$ cat config.mk
export PLATFORM = sky130hd
export DESIGN_NAME = sr595_chain_driver_flat
export DESIGN_NICKNAME = d
export VERILOG_FILES = /design/src/rtl/sr595_chain_driver_if.sv /design/src/rtl/sr595_chain_driver.sv /design/src/flat_wrapper.sv
export SDC_FILE = /design/constraint.sdc
export NUM_CORES = 1
export LEC_CHECK = 0
export CELL_PAD_IN_SITES_DETAIL_PLACEMENT = 0
export CELL_PAD_IN_SITES_GLOBAL_PLACEMENT = 1
export CORE_AREA = 2 2 62 64
export CTS_CLUSTER_DIAMETER = 200
export DETAILED_ROUTE_END_ITERATION = 8
export DIE_AREA = 0 0 64 66
export PLACE_DENSITY = 0.91
export SYNTH_ARGS = -nofsm -noshare
export SYNTH_HDL_FRONTEND = slang
export SYNTH_SLANG_ARGS = --single-unit
$ cat constraint.sdc
create_clock -name clk -period 3.8 [get_ports clk]
set_clock_uncertainty 0.2 [all_clocks]
set_input_delay 0.57 -clock clk [delete_from_list [all_inputs] [get_ports clk]]
set_output_delay 0.57 -clock clk [all_outputs]
set_load 0.05 [all_outputs]
$ cat src/rtl/sr595_chain_driver_if.sv
// Parallel-word handshake between the core-side register
// and the 74x595 chain driver.
interface sr595_chain_driver_if #(
  parameter int W = 16
);
  logic [W-1:0] data;
  logic         valid;
  logic         ready;

  modport master (
    output data,
    output valid,
    input  ready
  );

  modport slave (
    input  data,
    input  valid,
    output ready
  );
endinterface

$ cat src/rtl/sr595_chain_driver.sv
// Serial driver for a daisy-chain of 74x595 shift registers:
// shifts a word out MSB first, latches it, handles power-up clear.
module sr595_chain_driver #(
  parameter int CHIPS   = 2,
  parameter int CLK_DIV = 2
) (
  input  logic                clk,
  input  logic                rst,
  sr595_chain_driver_if.slave bus,
  output logic                ser,
  output logic                srclk,
  output logic                rclk,
  output logic                srclr_n,
  output logic                oe_n
);
  localparam int W  = 8 * CHIPS;
  localparam int CW = $clog2(W + 1);
  localparam int DW = (CLK_DIV > 1) ? $clog2(CLK_DIV) : 1;
  localparam logic [DW-1:0] DIV_MAX = DW'(CLK_DIV - 1);

  typedef enum logic [2:0] {
    CLR,
    CLR_LATCH,
    CLR_GAP,
    IDLE,
    SHIFT_LO,
    SHIFT_HI,
    LATCH,
    GAP
  } state_t;

  state_t        state, state_d;
  logic [DW-1:0] div, div_d;
  logic [CW-1:0] cnt, cnt_d;
  logic [W-1:0]  sreg, sreg_d;
  logic          ser_d, srclk_d, rclk_d;
  logic          srclr_n_d, oe_n_d, ready_d;
  logic          tick;

  assign tick = (div == DIV_MAX);

  always_ff @(posedge clk or posedge rst) begin
    if (rst) begin
      state     <= CLR;
      div       <= '0;
      cnt       <= '0;
      sreg      <= '0;
      ser       <= 1'b0;
      srclk     <= 1'b0;
      rclk      <= 1'b0;
      srclr_n   <= 1'b0;
      oe_n      <= 1'b1;
      bus.ready <= 1'b0;
    end else begin
      state     <= state_d;
      div       <= div_d;
      cnt       <= cnt_d;
      sreg      <= sreg_d;
      ser       <= ser_d;
      srclk     <= srclk_d;
      rclk      <= rclk_d;
      srclr_n   <= srclr_n_d;
      oe_n      <= oe_n_d;
      bus.ready <= ready_d;
    end
  end

  always_comb begin
    state_d = state;
    div_d   = tick ? '0 : DW'(div + 1'b1);
    cnt_d   = cnt;
    sreg_d  = sreg;
    unique case (state)
      CLR:       if (tick) state_d = CLR_LATCH;
      CLR_LATCH: if (tick) state_d = CLR_GAP;
      CLR_GAP:   if (tick) state_d = IDLE;
      IDLE: begin
        div_d = '0;
        if (bus.valid && bus.ready) begin
          sreg_d  = bus.data;
          cnt_d   = CW'(W);
          state_d = SHIFT_LO;
        end
      end
      SHIFT_LO:  if (tick) state_d = SHIFT_HI;
      SHIFT_HI: begin
        if (tick) begin
          sreg_d  = {sreg[W-2:0], 1'b0};
          cnt_d   = cnt - 1'b1;
          state_d = (cnt == CW'(1)) ? LATCH : SHIFT_LO;
        end
      end
      LATCH:     if (tick) state_d = GAP;
      GAP:       if (tick) state_d = IDLE;
      default:   state_d = CLR;
    endcase

    // Outputs are registered from the next state so they align with it.
    ser_d     = (state_d == SHIFT_LO) ? sreg_d[W-1] : ser;
    srclk_d   = (state_d == SHIFT_HI);
    rclk_d    = (state_d == CLR_LATCH) || (state_d == LATCH);
    srclr_n_d = (state_d != CLR);
    oe_n_d    = oe_n && (state_d != IDLE);
    ready_d   = (state_d == IDLE);
  end
endmodule

$ cat src/flat_wrapper.sv
// flat-port wrapper written by rule: the top's interface ports become plain ports
module sr595_chain_driver_flat 
#(
  parameter int CHIPS   = 2,
  parameter int CLK_DIV = 2
)
  (clk, rst, ser, srclk, rclk, srclr_n, oe_n, bus_data, bus_valid, bus_ready);
  sr595_chain_driver_if #(.W(16)) bus_i ();
  input  logic clk;
  input  logic rst;
  output logic ser;
  output logic srclk;
  output logic rclk;
  output logic srclr_n;
  output logic oe_n;
  input wire logic [$bits(bus_i.data)-1:0] bus_data;
  input wire logic [$bits(bus_i.valid)-1:0] bus_valid;
  output wire logic [$bits(bus_i.ready)-1:0] bus_ready;
  assign bus_i.data = bus_data;
  assign bus_i.valid = bus_valid;
  assign bus_ready = bus_i.ready;
  sr595_chain_driver #(.CHIPS(CHIPS), .CLK_DIV(CLK_DIV)) u_core (.clk(clk), .rst(rst), .bus(bus_i), .ser(ser), .srclk(srclk), .rclk(rclk), .srclr_n(srclr_n), .oe_n(oe_n));
endmodule
# After elaboration in Yosys (flattened, before gate mapping)
# Index checks and enable logic that the tools add are counted.
[word_totals]
input_bits = 19
register_bits = 31
wordCells = 54
[classes]
eq_ne = 16
n_mux = 17
n_addsub = 2
reduce_logical = 8
[ops]
columns = ["operator", "n"]
rows = [
  ["$mux W16", 2],
  ["$pmux W16 S2", 1],
  ["$eq A3 B3 Y1 const B", 7],
  ["$mux W3", 7],
  ["$pmux W3 S7", 1],
  ["$mux W5", 2],
  ["$pmux W5 S2", 1],
  ["$eq A3 B2 Y1 const B", 3],
  ["$eq A3 B1 Y1 const B", 2],
  ["$eq A5 B1 Y1 const B", 1],
  ["$sub A5 B1 Y5 const B", 1],
  ["$ne A2 B1 Y1 const B", 2],
  ["$logic_not A3 Y1", 1],
  ["$ne A3 B2 Y1 const B", 1],
  ["$reduce_and A3 Y1", 1],
  ["$reduce_bool A3 Y1", 1],
  ["$logic_and A1 B1 Y1", 2],
  ["$mux W1", 2],
  ["$mux W2", 1],
  ["$reduce_bool A2 Y1", 1],
  ["$reduce_or A2 Y1", 1],
  ["$add A1 B1 Y1 const B", 1],
  ["$logic_or A1 B1 Y1", 1],
]

# Depth between registers and ports, before layout
[depth]
word_depth = 6
ltp_mapped = 7
ltp_nobuf = 6

# Worst setup path before layout
# No wires, ideal clock.
[synth_path]
kind = "reg2reg"
start = "register u_core.bus.ready"
end = "register u_core.ser"
period_less_slack_ns = 2.032
arrival_time_ns = 1.707
path_stages_with_launch = 6
slack_ns = 1.768
path_cell_list = "dfrtp_1 > and4b_1 > buf_4 > o21ai_4 > a221o_1 > mux2_2"
[synth_between]
elab_cells_between_ends = 6
cone_classes = "eq/ne (1); mux (4); reduce/logical (1)"
[synth_lines]
columns = ["item", "line_no", "source"]
rows = [
  ["start, declared", "sr595_chain_driver_if.sv:19", "output ready"],
  ["start signal, assigned", "sr595_chain_driver.sv:64", "bus.ready <= ready_d;"],
  ["$logic_and A1 B1 Y1", "sr595_chain_driver.sv:79", "if (bus.valid && bus.ready) begin"],
  ["$mux W16", "sr595_chain_driver.sv:79", ""],
  ["$pmux W16 S2", "sr595_chain_driver.sv:73", "unique case (state)"],
  ["net u_core.sreg_d[15]", "sr595_chain_driver.sv:35", "logic [W-1:0] sreg, sreg_d;"],
  ["end signal, assigned", "sr595_chain_driver.sv:59", "ser <= ser_d;"],
  ["end, declared", "sr595_chain_driver.sv:10", "output logic ser,"],
]
# The timed path passes the listed nets, and every way through them passes these cells. The select of a mux whose other input is x is not followed.
# A chain may end at the register's enable or synchronous reset.

# Final worst setup path
[layout_path]
start = "register u_core.oe_n"
end = "output oe_n"
[layout_lines]
columns = ["item", "line_no", "source"]
rows = [
  ["start, declared", "sr595_chain_driver.sv:14", "output logic oe_n"],
  ["start signal, assigned", "sr595_chain_driver.sv:63", "oe_n <= oe_n_d;"],
  ["end, declared", "flat_wrapper.sv:15", "output logic oe_n;"],
]
# No word-level cell between the ends.

==> results.yml <==
logic_synthesis:
  yosys-top-cells-count: "dfrtp_1 (30), nand2_1 (26), nor2_1 (23), a221o_1 (15), buf_2 (5)"
  adder_cell_area_share_of_the_yosys_netlist: 0.0168
  synth_flop_cell: "dfrtp_1"
  synth_top_family_by_area: "simple AND/OR/NAND/NOR gates"
  synth-simple-area-share: 0.194
  mappedNetlistNets: 170
  synthDominantAreaCellType: "dfrtp_1"
  synth_warnings: 0
  syn_area_per_cell_um2: 10.0
  ys_ff_latch: 31
  synth.most_common_cell: "dfrtp_1"
  post_synth_main_area_contributors: "dfrtp_1 (50%), a221o_1 (10%), nand2_1 (6.5%)"
  yosysUniqueCellTypes: 37
  part_of_the_yosys_area_used_for_sequential_elements: 0.520
  synth_xor_xnor_area_share: 0.0176
  netlist_instances: 149
  postSynth.asyncResetShare: 1.00
  number_of_synthesized_flops_with_an_enable_pin: 0
  synth_top_cell_area_share: 0.503
  share_of_the_synthesized_area_in_compound_gates_ao_oa_aoi_oai: 0.187
  mappedNetlistArea_um2: 1490
  post_synth_mux_area_share: 0.00754
grt:
  via_count_of_the_first_global_routing_pass: 1134
  grt_max_degree: 37
  gr-total-overflow: 0
  grt_antenna_before_repair: 0
  overall_routing_resource_usage: 0.158
  wire_length_of_the_first_global_routing_pass_mm: 5.09
outcome:
  status: "completed"
setup_path:
  worstPathBufferInverterCount: 1
  critical_path.startpoint_type: "flop"
  crit_required_ps: 3030
  cp-end-kind: "output port"
  worst-r2r-setup-slack_ps: 1450
  cp_cell_sequence: "clkdlybuf4s50_1"
  critical_path_peak_fanout: 2
  crit_arrival_ps: 1650
  critical-path-top-delay-family: "buffers and inverters"
  criticalPathCategory: "flop to output port"
  critical-path-slowest-cell: "clkdlybuf4s50_1"
  critical_path.max_stage_delay_ps: 790
timing:
  min_period_over_period: 0.637
  final_max_slew_viol_count: 0
  grt_setup_unrepaired: "false"
  totalNegativeSetupSlack_ps: 0
  slew_headroom: 0.213
  final-hold-violation-count: 0
  setup_slack_ps: 1380
  final-setup-viol-count: 0
  max_freq_mhz: 413
  time_the_worst_path_needs_with_i_o_delays_and_setup_ps: 2420
  worst-slew-pin-transition_ps: 1180
cts:
  clockBufferDepth: 2
  cts_setup_buffers: 0
  post_cts_hold_buffer_count: 0
  cts_resized: 0
  clock_insertion_delay_worst_skew_ps: 330
  number_of_buffers_inserted_during_clock_tree_synthesis: 5
  clock_sink_count: 31
  path_clk_slew_ps: 90
  clockRootBuffer: "clkbuf_4"
  cts-htree-levels: 2
  clock_tree_from_tritoncts: "done"
route:
  dr.first_iter.drc_count: 90
  detail_route.first_pass.iterations: 4
  detail_route.wl_per_cell_um: 13.6
  via_count: 1178
  drc: 0
  via_per_inst: 5.40
  drt.antenna.violating_nets: 0
  finalWirelength_mm: 2.95
cells_and_area:
  flow.area_growth_from_synthesis_pct: 19.4
  layout.nets: 190
  share_of_final_layout_standard_cells_stronger_than_drive_strength_1: 0.0765
  number_of_diodes: 0
power:
  leakage_component_of_the_power_uw: 0.000803
  worst_ir_drop_vdd_mv: 0.174
  power.density_cell_area_nw_per_um2: 302
placed_design:
  placement.setup.worst_slack_ps: 1070
  place_hpwl_mm: 1.97
  gp_congestion: 0.809
  portBuffers: 24
floorplan:
  placementRows: 22
  floorplan.die_area_um2: 4220
  die_span_x_um: 64
  die_height_um: 66
  initial_core_util: 0.421
  core_area_um2: 3550
  io_pins: 25
run:
  maxCapViolCount: 0
min_path:
  worstHoldPathType: "flop to flop"
[sequential cells by signal, indices dropped and copies added (netlist names)]
register and count:
u_core.sreg 16, u_core.div 1, u_core.rclk 1, u_core.cnt 5, u_core.state 3, u_core.bus.ready 1
u_core.ser 1, u_core.oe_n 1, u_core.srclr_n 1, u_core.srclk 1
[worst paths after layout]
kind / end / startpoint / cells after the start
worst max register to register: u_core.ser / u_core.state[2] / 4
min in group asynchronous: u_core.sreg[6] / rst / 2
worst min register to register: u_core.oe_n / u_core.oe_n / 1
max in group asynchronous: u_core.sreg[8] / rst / 2
worst max-delay path: oe_n / u_core.oe_n / 1
worst min-delay path: u_core.oe_n / u_core.oe_n / 1
[routing by layer]
layer,vias to the layer above,GRT usage,part of all wire
met3,7,0.0596,0.061
met1,568,0.183,0.45
li1,566,-,-
met4,0,0.0571,0.017
met2,37,0.267,0.47
met5,-,0,0
[report_power, final]
part / switching [uW] / internal [uW] / total, uW
Combinational: 9.35 / 16.1 / 25.4
Clock: 115 / 68.7 / 184
Sequential: 0 / 330 / 330
Total: 124 / 414 / 539
[cell type report]
class | count | area [um^2]
clock buffers | 5 | 37.5
clock inverters | 3 | 15.0
fillers | 334 | 1770
inverters | 4 | 15.0
multi-input cells | 102 | 632
flip-flops and latches | 31 | 777
well taps | 48 | 60.1
repair buffers | 25 | 248
[per-stage QoR]
stage	utilization	power [uW]	cell area, um^2	hold WS (ps)	cells
6_report	0.502	539	1780	287	218
5_1_grt	0.502	568	1780	295	218
4_1_cts	0.502	547	1780	291	218
3_5_place_dp	0.488	362	1730	275	210
3_3_place_gp	0.488	362	1730	274	210
2_1_floorplan	-	341	1490	267	149
[logic make-up after synthesis]
logic type | Yosys count
simple gates | 64
compound gates | 32
flops | 31
buf+inv | 16
xor+xnor | 3
fa+ha+maj | 2
mux | 1
[cell usage in the layout (no fill, tap or decap), types with 2 or more instances in the layout]
cell              n
dfrtp_1          30
nand2_1          26
clkdlybuf4s50_1  24
nor2_1           23
a221o_1          15
clkbuf_4          5
inv_1             4
o21ai_0           3
a21oi_1           3
nand2b_1          3
xor2_1            3
clkinv_2          3
and3b_1           2
o211ai_1          2
nor2b_1           2
ha_1              2
No activity file was read; power rests on OpenSTA's default activity.
